File: config.mk
export PLATFORM = sky130hd
export DESIGN_NAME = acia_brgen_ce
export DESIGN_NICKNAME = d
export VERILOG_FILES = /design/src/rtl/acia_brgen_ce.sv
export SDC_FILE = /design/constraint.sdc
export NUM_CORES = 1
export LEC_CHECK = 0
export CAP_MARGIN = 20
export CORE_UTILIZATION = 50
export DETAILED_ROUTE_END_ITERATION = 16
export PLACE_DENSITY = 0.71
export SLEW_MARGIN = 20
export SYNTH_ARGS = -nofsm -noshare
export SYNTH_HDL_FRONTEND = slang
export SYNTH_SLANG_ARGS = --single-unit
File: constraint.sdc
create_clock -name CLK -period 3.2 [get_ports CLK]
set_input_delay 0.64 -clock CLK [delete_from_list [all_inputs] [get_ports CLK]]
set_output_delay 0.64 -clock CLK [all_outputs]
set_load 0.01 [all_outputs]
File: src/rtl/acia_brgen_ce.sv
// Baud-rate generator for the 6551 ACIA: emits single-cycle 16x/1x clock enables
// from the SBR table, a custom divisor, or a synchronised external RXC clock.
module acia_brgen_ce #(
  parameter int CNT_W    = 16,
  parameter int PRESCALE = 1
) (
  input  logic             CLK,
  input  logic             RESET,
  input  logic [3:0]       SBR,
  input  logic             RCS,
  input  logic             DIV_SEL,
  input  logic [CNT_W-1:0] DIV_CUSTOM,
  input  logic             RXC_IN,
  output logic             TX_TICK,
  output logic             RX_TICK,
  output logic             BIT_TICK,
  output logic             RXC_OUT
);

  function automatic logic [CNT_W-1:0] sbr_divisor(input logic [3:0] sbr);
    int t;
    case (sbr)
      4'h1:    t = 2304;
      4'h2:    t = 1536;
      4'h3:    t = 1048;
      4'h4:    t = 856;
      4'h5:    t = 768;
      4'h6:    t = 384;
      4'h7:    t = 192;
      4'h8:    t = 96;
      4'h9:    t = 64;
      4'hA:    t = 48;
      4'hB:    t = 32;
      4'hC:    t = 24;
      4'hD:    t = 16;
      4'hE:    t = 12;
      4'hF:    t = 6;
      default: t = 0;
    endcase
    return CNT_W'(t * PRESCALE);
  endfunction

  logic             ext_mode;
  logic [CNT_W-1:0] div_calc;
  logic             div_change;

  logic [CNT_W-1:0] cnt_q, cnt_d;
  logic [CNT_W-1:0] d_eff_q, d_eff_d;
  logic [3:0]       phase_q, phase_d;
  logic             sync1_q, sync2_q, edge_q;
  logic             tx_tick_q, rx_tick_q, bit_tick_q, rxc_out_q;

  logic             itick;
  logic             etick;
  logic             tx_now;
  logic             rx_now;
  logic             bit_now;
  logic             rxc_now;

  // External mode maps to a divisor of 0 so entering or leaving it always restarts the counter.
  always_comb begin
    ext_mode = 1'b0;
    div_calc = '0;
    if (DIV_SEL) begin
      div_calc = (DIV_CUSTOM < CNT_W'(2)) ? CNT_W'(1) : DIV_CUSTOM;
    end else if (SBR == 4'h0) begin
      ext_mode = 1'b1;
    end else begin
      div_calc = sbr_divisor(SBR);
    end
    div_change = (div_calc != d_eff_q);
  end

  always_comb begin
    d_eff_d = d_eff_q;
    cnt_d   = cnt_q;
    itick   = 1'b0;
    if (div_change) begin
      d_eff_d = div_calc;
      cnt_d   = (div_calc == '0) ? '0 : div_calc - CNT_W'(1);
    end else if (d_eff_q != '0) begin
      if (cnt_q == '0) begin
        cnt_d = d_eff_q - CNT_W'(1);
        itick = 1'b1;
      end else begin
        cnt_d = cnt_q - CNT_W'(1);
      end
    end
  end

  // A divisor change also restarts the 1x phase so BIT_TICK realigns to the new rate.
  always_comb begin
    etick   = sync2_q & ~edge_q;
    tx_now  = ext_mode ? etick : itick;
    rx_now  = RCS ? tx_now : etick;
    bit_now = tx_now && (phase_q == 4'hF) && !div_change;
    rxc_now = (cnt_q < (d_eff_q >> 1));
    phase_d = phase_q;
    if (div_change) begin
      phase_d = 4'h0;
    end else if (tx_now) begin
      phase_d = phase_q + 4'h1;
    end
  end

  always_ff @(posedge CLK or posedge RESET) begin
    if (RESET) begin
      cnt_q      <= '0;
      d_eff_q    <= '0;
      phase_q    <= 4'h0;
      sync1_q    <= 1'b0;
      sync2_q    <= 1'b0;
      edge_q     <= 1'b0;
      tx_tick_q  <= 1'b0;
      rx_tick_q  <= 1'b0;
      bit_tick_q <= 1'b0;
      rxc_out_q  <= 1'b0;
    end else begin
      cnt_q      <= cnt_d;
      d_eff_q    <= d_eff_d;
      phase_q    <= phase_d;
      sync1_q    <= RXC_IN;
      sync2_q    <= sync1_q;
      edge_q     <= sync2_q;
      tx_tick_q  <= tx_now;
      rx_tick_q  <= rx_now;
      bit_tick_q <= bit_now;
      rxc_out_q  <= rxc_now;
    end
  end

  assign TX_TICK  = tx_tick_q;
  assign RX_TICK  = rx_tick_q;
  assign BIT_TICK = bit_tick_q;
  assign RXC_OUT  = rxc_out_q;

endmodule
**Yosys cells after proc, flatten, opt, wreduce, memory -nomap -nowiden**

Memories as Yosys holds them, arrays and structs flattened.
Index checks and enable logic that the tools add are counted.

- Bits in registers: 43
- Memory bits (read-only): 176
- Output and inout bits: 4
- Word-level logic and storage cells: 46
- Memories kept: 1

Memory list:

| name | depth | width | read ports | clocked after memory_dff | write ports | line | source |
|---|---|---|---|---|---|---|---|
| (no name shown) | 16 | 11 | 1 | 0 | 0 | 22 | `case (sbr)` |

- Add/subtract/negate cells: 4
- $lt $le $gt $ge: 2
- Equal/unequal tests: 2
- Multiplexer cells: 16
- Bitwise operators: 2
- Reduce and logical (&&, ||, !) cells: 9

Operators by type and width:

| cell | count |
|---|---|
| two-way mux 16 bit | 7 |
| subtractor 16 x 1 -> 16 bit, second input constant | 3 |
| zero test 16 bit | 2 |
| < comparator 16 x 15 -> 1 bit | 1 |
| < comparator 16 x 2 -> 1 bit, second input constant | 1 |
| != test 16 bit | 1 |
| nonzero test 16 bit | 1 |
| two-way mux 4 bit | 2 |
| two-way mux 1 bit | 7 |
| adder 4 x 1 -> 4 bit, second input constant | 1 |
| equality test 4 bit, second input constant | 1 |
| zero test 4 bit | 1 |
| nonzero test 2 bit | 2 |
| logical AND 1 bit | 2 |
| bitwise AND 1 bit | 1 |
| zero test 1 bit | 1 |
| inverter 1 bit | 1 |

**Longest topological paths before layout**

Gate-level depths: netlist (run 1).

- Depth after elaboration: 8
- Gate-level depth with buffers: 13
- Depth with buffers taken out: 12

**Least setup slack after synthesis (run 1)**

Ideal clock, no wire load.

- Kind: input to register
- From: input port SBR[1]
- To: register cnt_q[6]
- Data arrival time: 2.995 ns
- Data required time: 3.069 ns
- Path slack: 0.074 ns
- Stages on the path: 12
- Path through: buf_2 -> inv_1 -> ha_1 -> nor4_4 -> a22oi_1 -> a22o_1 -> a2111oi_0 -> nand4_1 -> buf_2 -> buf_2 -> nand3_1 -> o21ai_1

- Cells in the longest elaborated chain, start to end: 6

Ends and longest elaborated chain:

| element | line | source |
|---|---|---|
| start: declaration | 9 | `input logic [3:0] SBR,` |
| memory (16 x 11 bit) / zero test 4 bit (equally long branches) | - |  |
| two-way mux 16 bit * | 66 | `end else if (SBR == 4'h0) begin` |
| two-way mux 16 bit * | 64 | `if (DIV_SEL) begin` |
| subtractor 16 x 1 -> 16 bit / zero test 16 bit (equally long branches) | 80 | `cnt_d = (div_calc == '0) ? '0 : div_calc - CNT_W'(1);` |
| two-way mux 16 bit | 80 |  |
| two-way mux 16 bit | 78 | `if (div_change) begin` |
| end signal: assignment | 119 | `cnt_q <= cnt_d;` |
| end: declaration | 47 | `logic [CNT_W-1:0] cnt_q, cnt_d;` |

Every way passes the cells marked *; elsewhere a longest branch is shown, timed or not.
A chain may end at the register's enable or synchronous reset.

**Worst setup path in the final report (run 1)**

- From: input port SBR[1]
- To: register cnt_q[14]

Same word-level chain as after synthesis.

==> results.txt, run 1 <==
----------------------------------------------------
[Status]
  Outcome ... finished clean

[Route]
  Drt first-iter violations ... roughly 290
  Vias post-DR ... approximately 4100
  WL/cell ... 18.2 um
  Total Routed Length ... 12.0 mm
  Remaining antenna violation count after routing ... 0
  Number of vias per cell ... ~6.2
  Number of iterations in the first detailed-routing pass ... 5
  Residual DRC ... 0

[Finish]
  Layout overhead on the synthesized area ... 29.9%
  Commonest non-fill, non-tap cells in the layout ... buf_4, dfrtp_1, nand2_1
  Post-route design area ... 4910 um2
  Fill cell instance count of the final layout ... 633
  Net total in the final layout ... roughly 600
  Fraction of the core area covered by cells at the end of the flow ... 67.3%
  Ant. Diodes ... 0
  Sequential cell area ... 1080 um2
  Multi-input gate area ... 2570 um2
  Layout Cells excl Fill ... about 660
  Most common cell after layout, fill and taps aside ... buf_4
  Ratio of cells with drive above 1 in the final layout ... 21.7%

[Logic synthesis]
  Number of synthesized flops with an enable pin ... 0
  Flip-flop and latch count after synthesis ... 43
  Syn Std Cell Area ... roughly 3800 um2
  Top flip-flop cell by instance count after synthesis ... dfrtp_1
  Yosys warnings ... 0
  Number of nets in the synthesized netlist ... between 500 and 600
  Mapped Cells ... 459
  Distinct cell type count of the synthesized netlist ... 73
  Sequential fraction of the synthesis area ... 28.5%
  Average footprint of a synthesized cell ... 8.23 um2
  Async set-reset flop share out of synthesis ... 100%

[STA]
  Normalized max-slew margin ... 58.0%
  Final number of hold-violating endpoints ... 0
  Fmax ... about 320 MHz
  Fin crit period ... 3130 ps
  Measured slew at the worst slew-check pin ... 626 ps
  Fraction of the cycle the final worst path needs ... 97.9%
  Max-slew violation total from the final report ... 0
  Worst Skew ... 8.58 ps
  Final count of negative-setup-slack endpoints ... 0
  Crit path setup slack, layout ... about 70 ps

[Worst setup path]
  Max stage delay on crit path ... 480 ps
  Largest fanout on the critical path ... 7
  Cell Chain, Critical Path ... clkdlybuf4s50_1 -> inv_1 -> buf_4 -> ha_4 -> o31a_1 -> a2111o_1 -> a2111oi_4 -> nand4_1 -> buf_4 -> buf_4 -> a31o_2
  Critical Path Slowest Stage Cell ... clkdlybuf4s50_1
  Cell repeated most along the worst path ... buf_4
  Crit path arrival time ... 3330 ps
  Setup crit end kind ... flop
  Worst Path Required ... 3390 ps
  Setup CP Type ... in2reg
  Critical Path Source Type ... input pin

[Clock network]
  CTS sink count ... 43
  Clock latency at the later pin of the worst-skew pair ... 300 ps
  H-tree depth ... 2
  Clock-pin slew on the worst setup and hold paths ... 90 ps
  Number of hold buffers added after cts ... 0
  CTS tree ... done
  Max Root-Sink Buffers ... 2
  Root Buffer Master ... clkbuf_8
  Number of buffers created by CTS ... 5

[Floorplan]
  Die boundary width ... approximately 89 um
  Die height ... 88.9 um
  Number of top-level pins ... 29
  Core region area ... 7290 um2
  Row Count ... 31
  Die Area ... 7910 um2
  Initial standard-cell utilization of the core ... between 50% and 60%

[Place]
  Count of input and output buffers ... 28
  Post-place setup slack ... -350 ps
  Number of placed cells counting well taps ... 648
  Post-DP HPWL ... 9.45 mm
  Standard cell area after detailed placement ... 4720 um2
  Final GP Congestion ... 0.996

[Pwr]
  Power density of the placed cells ... 308 nW/um2
  Static leakage ... 2.13 nW
  Maximum resistive drop on vdd ... 0.000182 V

[GRT]
  Largest net degree at the start of global routing ... 23
  Via count of the first global-routing pass ... 3846
  Overall overflow remaining after global route ... 0
  Wire length of the first global-routing pass ... roughly 19 mm
  Number of antenna violations at the first check in global routing ... 0
  Global Route Usage Sum ... 31.5%

[Hold path]
  Path type of the worst min-delay path ... reg2reg

[Run]
  Total of max-cap violations ... 0

----------------------------------------------------
cells in the mapped netlist, drive strengths merged, types with 2 or more instances:
cell | instances | area, um2
nand2 | 32 | 120
mux2i | 4 | 40.0
o22ai | 6 | 37.5
o2111ai | 4 | 35.0
nor2 | 21 | 78.8
a211oi | 11 | 87.6
clkbuf | 11 | 41.3
nand4 | 12 | 75.1
a311oi | 3 | 26.3
xor2 | 2 | 17.5
o211ai | 3 | 22.5
and3 | 6 | 37.5
a21o | 10 | 75.1
inv | 32 | 120
a31o | 6 | 52.6
a22o | 2 | 17.5
a2111o | 2 | 22.5
a21boi | 3 | 22.5
o21a | 2 | 15.0
o41ai | 3 | 33.8
nor4 | 10 | 92.6
nand4b | 3 | 26.3
a221oi | 2 | 35.0
nor4b | 4 | 41.3
o21ai | 35 | 175
or3 | 6 | 37.5
nand2b | 12 | 75.1
xnor2 | 12 | 105
o31ai | 2 | 20.0
or4 | 6 | 48.8
a31oi | 4 | 25.0
a2111oi | 5 | 50.0
nor2b | 9 | 56.3
buf | 11 | 66.3
a32o | 2 | 20.0
nand3 | 24 | 120
ha | 23 | 288
a32oi | 2 | 17.5
dfrtp | 43 | 1080
a21oi | 30 | 154
and2 | 9 | 56.3
nor3 | 13 | 65.1
worst paths after layout:
path | from | to | slack, ps | cells after the start
hold / removal | sync1_q | sync2_q | 380 | 0
min in group asynchronous | RESET | sync1_q | 640 | 2
setup / recovery | SBR[1] | cnt_q[14] | 70 | 11
setup reg to reg | cnt_q[9] | cnt_q[12] | 140 | 12
hold reg to reg | sync1_q | sync2_q | 380 | 0
max in group asynchronous | RESET | d_eff_q[7] | 1950 | 3
final cells by class:
cell class                      count  area share, %
Timing Repair Buffer              113           19.1
Clock inverter                      2          0.255
Clock buffer                        6           1.48
Inverter                           32           2.45
Multi-Input combinational cell    362           52.3
Sequential cell                    43           21.9
Tap cell                           99           2.52
what timing repair did:
| action | in CTS | in global routing |
|---|---|---|
| gates resized for setup | 2 | 18 |
| pin swaps | 0 | 7 |
| buffers inserted | 0 | 1 |
| setup endpoints to repair | 6 | 16 |
metrics by stage:
stage                     hold WS [ps]  TNS (ps)  power [mW]
after floorplan                    331         0       0.912
after global placement             357     -3810        1.14
after detailed placement           355     -5630        1.15
after CTS                          383         0        1.49
after global routing               388      -328        1.60
final                              380         0        1.51
metal layers:
layer | vias up | share of wire, % | track usage, %
li1 | 1928 | - | -
met1 | 1924 | 43 | 40.6
met2 | 205 | 47 | 53.0
met3 | 37 | 6.0 | 3.79
met4 | 0 | 4.0 | 14.1
met5 | - | 0 | 0
power by group:
group / internal, mW / leakage, nW / switching [mW]
combinational: 0.256 / 1.55 / 0.282
sequential: 0.582 / 0.542 / 0.0432
clock: 0.153 / 0.0412 / 0.194
worst max-delay path, delay by kind of cell:
family	cells	cell delay [ps]
compound gates	4	1270
buf+inv	5	1050
simple gates	1	200
fa+ha+maj	1	160
cells by family (layout without fill, tap and decap cells):
group	count (synthesis)	after routing	share of synthesized area [%]
AOI/OAI and AO/OA	146	146	27.1
muxes	4	4	1.06
and+or+nand+nor	175	175	26.5
adders and majority gates	23	23	7.62
xor gates and xnor gates	14	14	3.25
buffers and inverters	54	153	6.03
DFF	43	43	28.5
registers in the layout, summed over array words and instances, names as in the netlist:
name      cells
RXC_OUT       1
RX_TICK       1
edge_q        1
BIT_TICK      1
d_eff_q      16
sync2_q       1
cnt_q        16
phase_q       4
TX_TICK       1
sync1_q       1
No activity file was read; power rests on OpenSTA's default activity.
==> run 2, diff against run 1 <==
- CORE_UTILIZATION: 50 -> 25
- PLACE_DENSITY: 0.71 -> 0.4
- SETUP_SLACK_MARGIN: unset -> 0.1
- TNS_END_PERCENT: unset -> 50
==> run 2 against run 1 <==
- the run now ends with design-rule violations left
- cell area rose by 12%
- critical endpoint is now cnt_q[11]
- utilization fell by 30 points
- first-iteration DRC count shrank 24%
- worst setup slack improved by 150 ps
- sequential share of layout area shrank 2.4 points
- count of clock-buffer cells in the layout is the same
- non-clock buffer count increased by 28
- global-route usage down 14 points
- register-to-register slack better by 90 ps
- critical path type unchanged
- die area is 97% higher
- sequential power hardly changed
==> results.txt, run 2 (synthesized netlist as in run 1, its figures left out) <==
----------------------------------------------------
[Status]
  Outcome ... finished, violations left
  Failing checks ... design-rule violations

[Place]
  Final GP Congestion ... 0.852 (-15%)
  Post-DP HPWL ... 10.7 mm (+13%)
  Number of placed cells counting well taps ... 754 (+16%)
  Standard cell area after detailed placement ... 4990 um2 (+5.9%)
  Post-place setup slack ... -339 ps (+10.9 ps)
  Count of input and output buffers ... 28 (unchanged)

[Floorplan]
  Die height ... 125 um (+40%)
  Row Count ... 44 (+42%)
  Die Area ... 15600 um2 (+97%)
  Initial standard-cell utilization of the core ... 25.8% (-26 points)
  Core region area ... 14600 um2 (+100%)
  Die boundary width ... 125 um (+40%)
  Number of top-level pins ... 29 (unchanged)

[Hold path]
  Path type of the worst min-delay path ... reg2reg

[Route]
  Total Routed Length ... 13.8 mm (+16%)
  WL/cell ... 18.0 um (-1.4%)
  Residual DRC ... 4 (+4)
  Remaining antenna violation count after routing ... 0 (unchanged)
  Number of iterations in the first detailed-routing pass ... 10 (+5)
  Number of vias per cell ... 5.25 (-16%)
  Vias post-DR ... 4043 (-1.2%)
  Drt first-iter violations ... 223 (-24%)

[Worst setup path]
  Max stage delay on crit path ... 560 ps (+80 ps)
  Cell Chain, Critical Path ... clkdlybuf4s50_1 -> buf_6 -> or4bb_4 -> a21oi_2 -> o22ai_2 -> a2111oi_2 -> nand4_1 -> buf_6 -> buf_12 -> a311oi_1 -> a31o_1
  Largest fanout on the critical path ... 12 (+5)
  R2R Setup Slk ... 230 ps (+90 ps)
  Cell repeated most along the worst path ... buf_6
  Critical Path Source Type ... input pin
  Crit path arrival time ... 3220 ps (-110 ps)
  Setup CP Type ... in2reg
  Crit path max-delay family ... compound AO/OA/AOI/OAI gates
  Critical Path Slowest Stage Cell ... or4bb_4
  Number of buffer and inverter stages on the critical path ... 4 (-1)
  Setup crit end kind ... flop
  Worst Path Required ... 3440 ps (+50 ps)

[GRT]
  Wire length of the first global-routing pass ... 21.3 mm (+13%)
  Met2 demand-to-capacity share in global routing ... 28.9% (-24 points)
  Via count of the first global-routing pass ... 3948 (+2.7%)
  Overall overflow remaining after global route ... 0 (unchanged)
  Number of antenna violations at the first check in global routing ... 0 (unchanged)
  Global Route Usage Sum ... 17.7% (-14 points)
  M3 GR Usage ... 1.93% (-1.9 points)
  Most congested layer reported by global routing ... met2
  Met1 track utilization from global routing ... 23.0% (-18 points)
  Largest net degree at the start of global routing ... 44 (+91%)

[Pwr]
  Power density of the placed cells ... 335 nW/um2 (+8.8%)
  Int Power ... 1.26 mW (+28%)
  Relative contribution of sequential cells to total power ... 33.7% (-7.7 points)
  Combinational share of power ... 32.2% (-3.4 points)
  Reported net switching power ... 0.582 mW (+12%)
  Switching Fraction ... 31.5% (-2.8 points)
  Post-layout power ... 1.85 mW (+22%)
  Clock share of power ... 34.1% (+11 points)
  Maximum resistive drop on vdd ... 0.000168 V (-7.6%)
  Static leakage ... 2.43 nW (+14%)

[STA]
  Sum of negative setup slack ... 0 ps (unchanged)
  Measured slew at the worst slew-check pin ... 930 ps (+304 ps)
  Fmax ... 335 MHz (+4.9%)
  Max-slew violation total from the final report ... 0 (unchanged)
  Worst Skew ... 6.47 ps (-2.11 ps)
  Fraction of the cycle the final worst path needs ... 93.3% (-4.6 points)
  Unrepaired setup endpoints after global routing ... no
  Final number of hold-violating endpoints ... 0 (unchanged)
  Crit path setup slack, layout ... 215 ps (+147 ps)
  Final count of negative-setup-slack endpoints ... 0 (unchanged)
  Fin crit period ... 2980 ps (-147 ps)
  Normalized max-slew margin ... 37.9% (-20 points)

[Clock network]
  Number of buffers created by CTS ... 5 (unchanged)
  Clock-pin slew on the worst setup and hold paths ... 70 ps (-20 ps)
  Clock latency at the later pin of the worst-skew pair ... 300 ps (about the same)
  CTS sink count ... 43 (unchanged)
  Root Buffer Master ... clkbuf_16
  Max Root-Sink Buffers ... 2 (unchanged)
  H-tree depth ... 2 (unchanged)
  CTS tree ... done

[Finish]
  Commonest non-fill, non-tap cells in the layout ... buf_4, dfrtp_1, nand2_1
  Layout Cells excl Fill ... 770 (+17%)
  Net total in the final layout ... 633 (+4.6%)
  Fill cell instance count of the final layout ... 1542 (+140%)
  Most common cell after layout, fill and taps aside ... buf_4
  Layout overhead on the synthesized area ... 46.1%
  Ant. Diodes ... 0 (unchanged)
  Top Registers ... cnt_q x16, d_eff_q x16, phase_q x4
  Post-route design area ... 5520 um2 (+12%)
  Ratio of cells with drive above 1 in the final layout ... 28.0% (+6.3 points)

[Run]
  Total of max-cap violations ... 0 (unchanged)

----------------------------------------------------
[run 2: cell type report]
type	count	area, um2	area share [%]
timing repair buffer	141	1240	22.5
inverter	32	120	2.18
clock inverter	2	38.8	0.703
tap	184	230	4.17
multi-input combinational	362	2670	48.4
sequential	43	1080	19.5
clock buffer	6	139	2.52
[run 2: path summary, 6_finish.rpt]
| check | start | to | cells past startpoint |
|---|---|---|---|
| setup / recovery | SBR[3] | cnt_q[11] | 11 |
| hold / removal | sync1_q | sync2_q | 0 |
| setup reg to reg | cnt_q[11] | cnt_q[12] | 12 |
| hold reg to reg | sync1_q | sync2_q | 0 |
| max in group asynchronous | RESET | d_eff_q[4] | 2 |
| min in group asynchronous | RESET | sync1_q | 2 |
[run 2: per-layer routing]
metal	part of all wire, %	routed length [um]	vias to the layer above
met5	0	0	-
met4	4.3	595	0
met3	3.5	482	33
met2	46	6400	121
met1	46	6360	1910
li1	-	-	1979
[run 2: power by group through the flow]
stage	clock network [mW]	logic, mW	registers (mW)
after floorplan	0	0.278	0.634
after CTS	0.647	0.562	0.621
after global placement	0	0.548	0.631
after global routing	0.667	0.655	0.628
after detailed placement	0	0.550	0.631
final	0.630	0.595	0.622
[run 2: per-stage QoR]
step | util (%) | hold slack [ps]
global route | 37.7 | 377
floorplan | - | 331
finish | 37.7 | 358
detailed placement | 34.1 | 346
global placement | 34.1 | 340
CTS | 36.2 | 361
[run 2: what timing repair did]
action / 4_1_cts / 5_1_grt
setup buffers: 2 / 2
endpoints found under the setup margin: 11 / 23
resized for setup: 10 / 35
hold buffers: 0 / 0
gates cloned: 2 / 2
pin swaps: 5 / 10
==> run 3, diff against run 2 <==
--- a/config.mk
+++ b/config.mk
@@ -12,2 +12,3 @@
 export SETUP_SLACK_MARGIN = 0.1
+export SKIP_LAST_GASP = 1
 export SLEW_MARGIN = 20
==> constraint.sdc (replaced) <==
create_clock -name CLK -period 3.2 [get_ports CLK]
set_input_delay 0.48 -clock CLK [delete_from_list [all_inputs] [get_ports CLK]]
set_output_delay 0.48 -clock CLK [all_outputs]
set_load 0.01 [all_outputs]
==> run 3 against run 2 <==
- largest power group is now registers
- critical path depth up 1
- worst setup slack lost 43 ps
- non-clock buffer count shrank 21
- register-to-register slack worse by 40 ps
- hold slack better by 4.9 ps
- count of clock-buffer cells in the layout shrank 1
- fmax shrank 1.4%
- via count down 2.7%
- largest cell class unchanged
- first-iteration DRC count rose by 16%
- global-route usage shrank 0.42 points
- critical path type unchanged
- the flow still finishes with violations (design-rule violations)
==> results.txt, run 3 (synthesized netlist as in run 1, its figures left out) <==
----------------------------------------------------
[STA]
  Worst Skew ... 10.5 ps (+4.02 ps)
  Normalized max-slew margin ... 45.6% (+7.6 points)
  Sum of negative setup slack ... 0 ps (unchanged)
  Fraction of the cycle the final worst path needs ... 94.6% (+1.3 points)
  Fin crit period ... 3030 ps (+43.1 ps)
  Final number of hold-violating endpoints ... 0 (unchanged)
  Smallest hold slack ... 363 ps (+4.89 ps)
  Crit path setup slack, layout ... 172 ps (-43.1 ps)
  Fmax ... 330 MHz (-1.4%)
  Max-slew violation total from the final report ... 0 (unchanged)
  Measured slew at the worst slew-check pin ... 816 ps (-113 ps)
  Unrepaired setup endpoints after global routing ... yes
  Final count of negative-setup-slack endpoints ... 0 (unchanged)

[Clock network]
  Max Root-Sink Buffers ... 2 (unchanged)
  Clock latency at the later pin of the worst-skew pair ... 300 ps (about the same)
  Clock-pin slew on the worst setup and hold paths ... 70 ps (about the same)
  Number of buffers created by CTS ... 5 (unchanged)
  CTS tree ... done
  Root Buffer Master ... clkbuf_16
  H-tree depth ... 2 (unchanged)
  CTS sink count ... 43 (unchanged)

[Status]
  Outcome ... finished, violations left
  Failing checks ... design-rule violations

[Place]
  Post-place setup slack ... -190 ps (+149 ps)
  Count of input and output buffers ... 28 (unchanged)
  Post-DP HPWL ... 10.4 mm (-2.2%)
  Standard cell area after detailed placement ... 4880 um2 (-2.4%)
  Number of placed cells counting well taps ... 735 (-2.5%)
  Final GP Congestion ... 0.883 (+3.7%)

[GRT]
  Wire length of the first global-routing pass ... 21.0 mm (-1.2%)
  Overall overflow remaining after global route ... 0 (unchanged)
  Number of antenna violations at the first check in global routing ... 0 (unchanged)
  Via count of the first global-routing pass ... 3826 (-3.1%)
  Largest net degree at the start of global routing ... 44 (unchanged)
  Global Route Usage Sum ... 17.3% (-0.42 points)

[Hold path]
  Instance count along the most critical hold path ... 0 (unchanged)
  Path type of the worst min-delay path ... reg2reg

[Worst setup path]
  Largest fanout on the critical path ... 27 (+15)
  Number of cell instances on the worst register-to-register path ... 13 (+1)
  Setup crit end kind ... flop
  Worst Path Required ... 3390 ps (-50 ps)
  Setup CP Type ... in2reg
  Crit path arrival time ... 3220 ps (about the same)
  Critical Path Source Type ... input pin

[Finish]
  Net total in the final layout ... 612 (-3.3%)
  Fraction of the core area covered by cells at the end of the flow ... 35.9% (-1.8 points)
  Top Registers ... cnt_q x16, d_eff_q x16, phase_q x4
  Most common cell after layout, fill and taps aside ... buf_4
  Post-route design area ... 5260 um2 (-4.7%)
  Layout overhead on the synthesized area ... 39.3%
  Ratio of cells with drive above 1 in the final layout ... 24.4% (-3.6 points)
  Ant. Diodes ... 0 (unchanged)
  Layout Cells excl Fill ... 749 (-2.7%)
  Commonest non-fill, non-tap cells in the layout ... buf_4, dfrtp_1, nand2_1

[Route]
  Drt first-iter violations ... 258 (+16%)
  Residual DRC ... 6 (+2)
  Total Routed Length ... 13.6 mm (-1.5%)
  Vias post-DR ... 3934 (-2.7%)
  Remaining antenna violation count after routing ... 0 (unchanged)
  Number of vias per cell ... 5.25 (about the same)
  WL/cell ... 18.2 um (+1.3%)
  Number of iterations in the first detailed-routing pass ... 11 (+1)

[Floorplan]
  Die height ... 125 um (unchanged)
  Row Count ... 44 (unchanged)
  Die Area ... 15600 um2 (unchanged)
  Die boundary width ... 125 um (unchanged)
  Number of top-level pins ... 29 (unchanged)
  Core region area ... 14600 um2 (unchanged)
  Initial standard-cell utilization of the core ... 25.8% (unchanged)

[Pwr]
  Power density of the placed cells ... 340 nW/um2 (+1.6%)
  Maximum resistive drop on vdd ... 0.000171 V (+1.8%)
  Post-layout power ... 1.79 mW (-3.1%)
  Static leakage ... 2.26 nW (-7.1%)

[Run]
  Total of max-cap violations ... 0 (unchanged)

----------------------------------------------------
[run 3: cell types whose count changed in the layout (fill, tap and decap cells not counted), moves of 3 or more]
cell,previous run,this run
buf_4,103,85
a211oi_4,3,0
buf_6,4,1
clkdlybuf4s50_1,24,27
dlymetal6s2s_1,4,1
inv_2,3,0
[run 3: where the power goes]
part	leakage [nW]	internal (mW)	total (mW)	switching, mW
combinational	1.63	0.262	0.550	0.288
clock	0.0838	0.369	0.611	0.242
sequential	0.542	0.583	0.628	0.0456
total	2.26	1.21	1.79	0.576
[run 3: layout make-up]
type / instances / area, um2
tap: 184 / 230
multi-input combinational: 362 / 2600
fill: 1567 / 9380
timing repair buffer: 120 / 1060
clock inverter: 3 / 43.8
sequential: 43 / 1080
inverter: 32 / 121
clock buffer: 5 / 125
[run 3: repair_timing]
item | 4_1_cts | 5_1_grt
resized for setup | 1 | 30
setup buffers | 0 | 4
setup endpoints to repair | 1 | 17
pin swaps | 0 | 11
hold buffers | 0 | 0
cloned | 0 | 2
[run 3: worst max-delay path: stages]
cell             delay (ps)
clkdlybuf4s50_1         440
buf_12                  180
buf_4                   160
nor4_1                  240
a31oi_1                 110
a2111o_1                470
a2111oi_4               340
nand4_1                 140
buf_6                   160
buf_4                   130
clkbuf_16               160
a31o_2                  200
[run 3: metal layers]
| layer | global-route usage [%] | wire [um] | vias up |
|---|---|---|---|
| met1 | 23.5 | 6520 | 1878 |
| met5 | 0 | 0 | - |
| met3 | 1.80 | 490 | 13 |
| met4 | 5.60 | 241 | 0 |
| met2 | 28.5 | 6390 | 104 |
| li1 | - | - | 1939 |
[run 3: final timing paths]
kind                            startpoint        end  slack (ps)
worst max-delay path               DIV_SEL  cnt_q[13]         170
worst min-delay path               sync1_q    sync2_q         360
worst max register to register   cnt_q[10]  cnt_q[14]         190
worst min register to register     sync1_q    sync2_q         360
max in group asynchronous            RESET   cnt_q[7]        2080
min in group asynchronous            RESET    RX_TICK         630
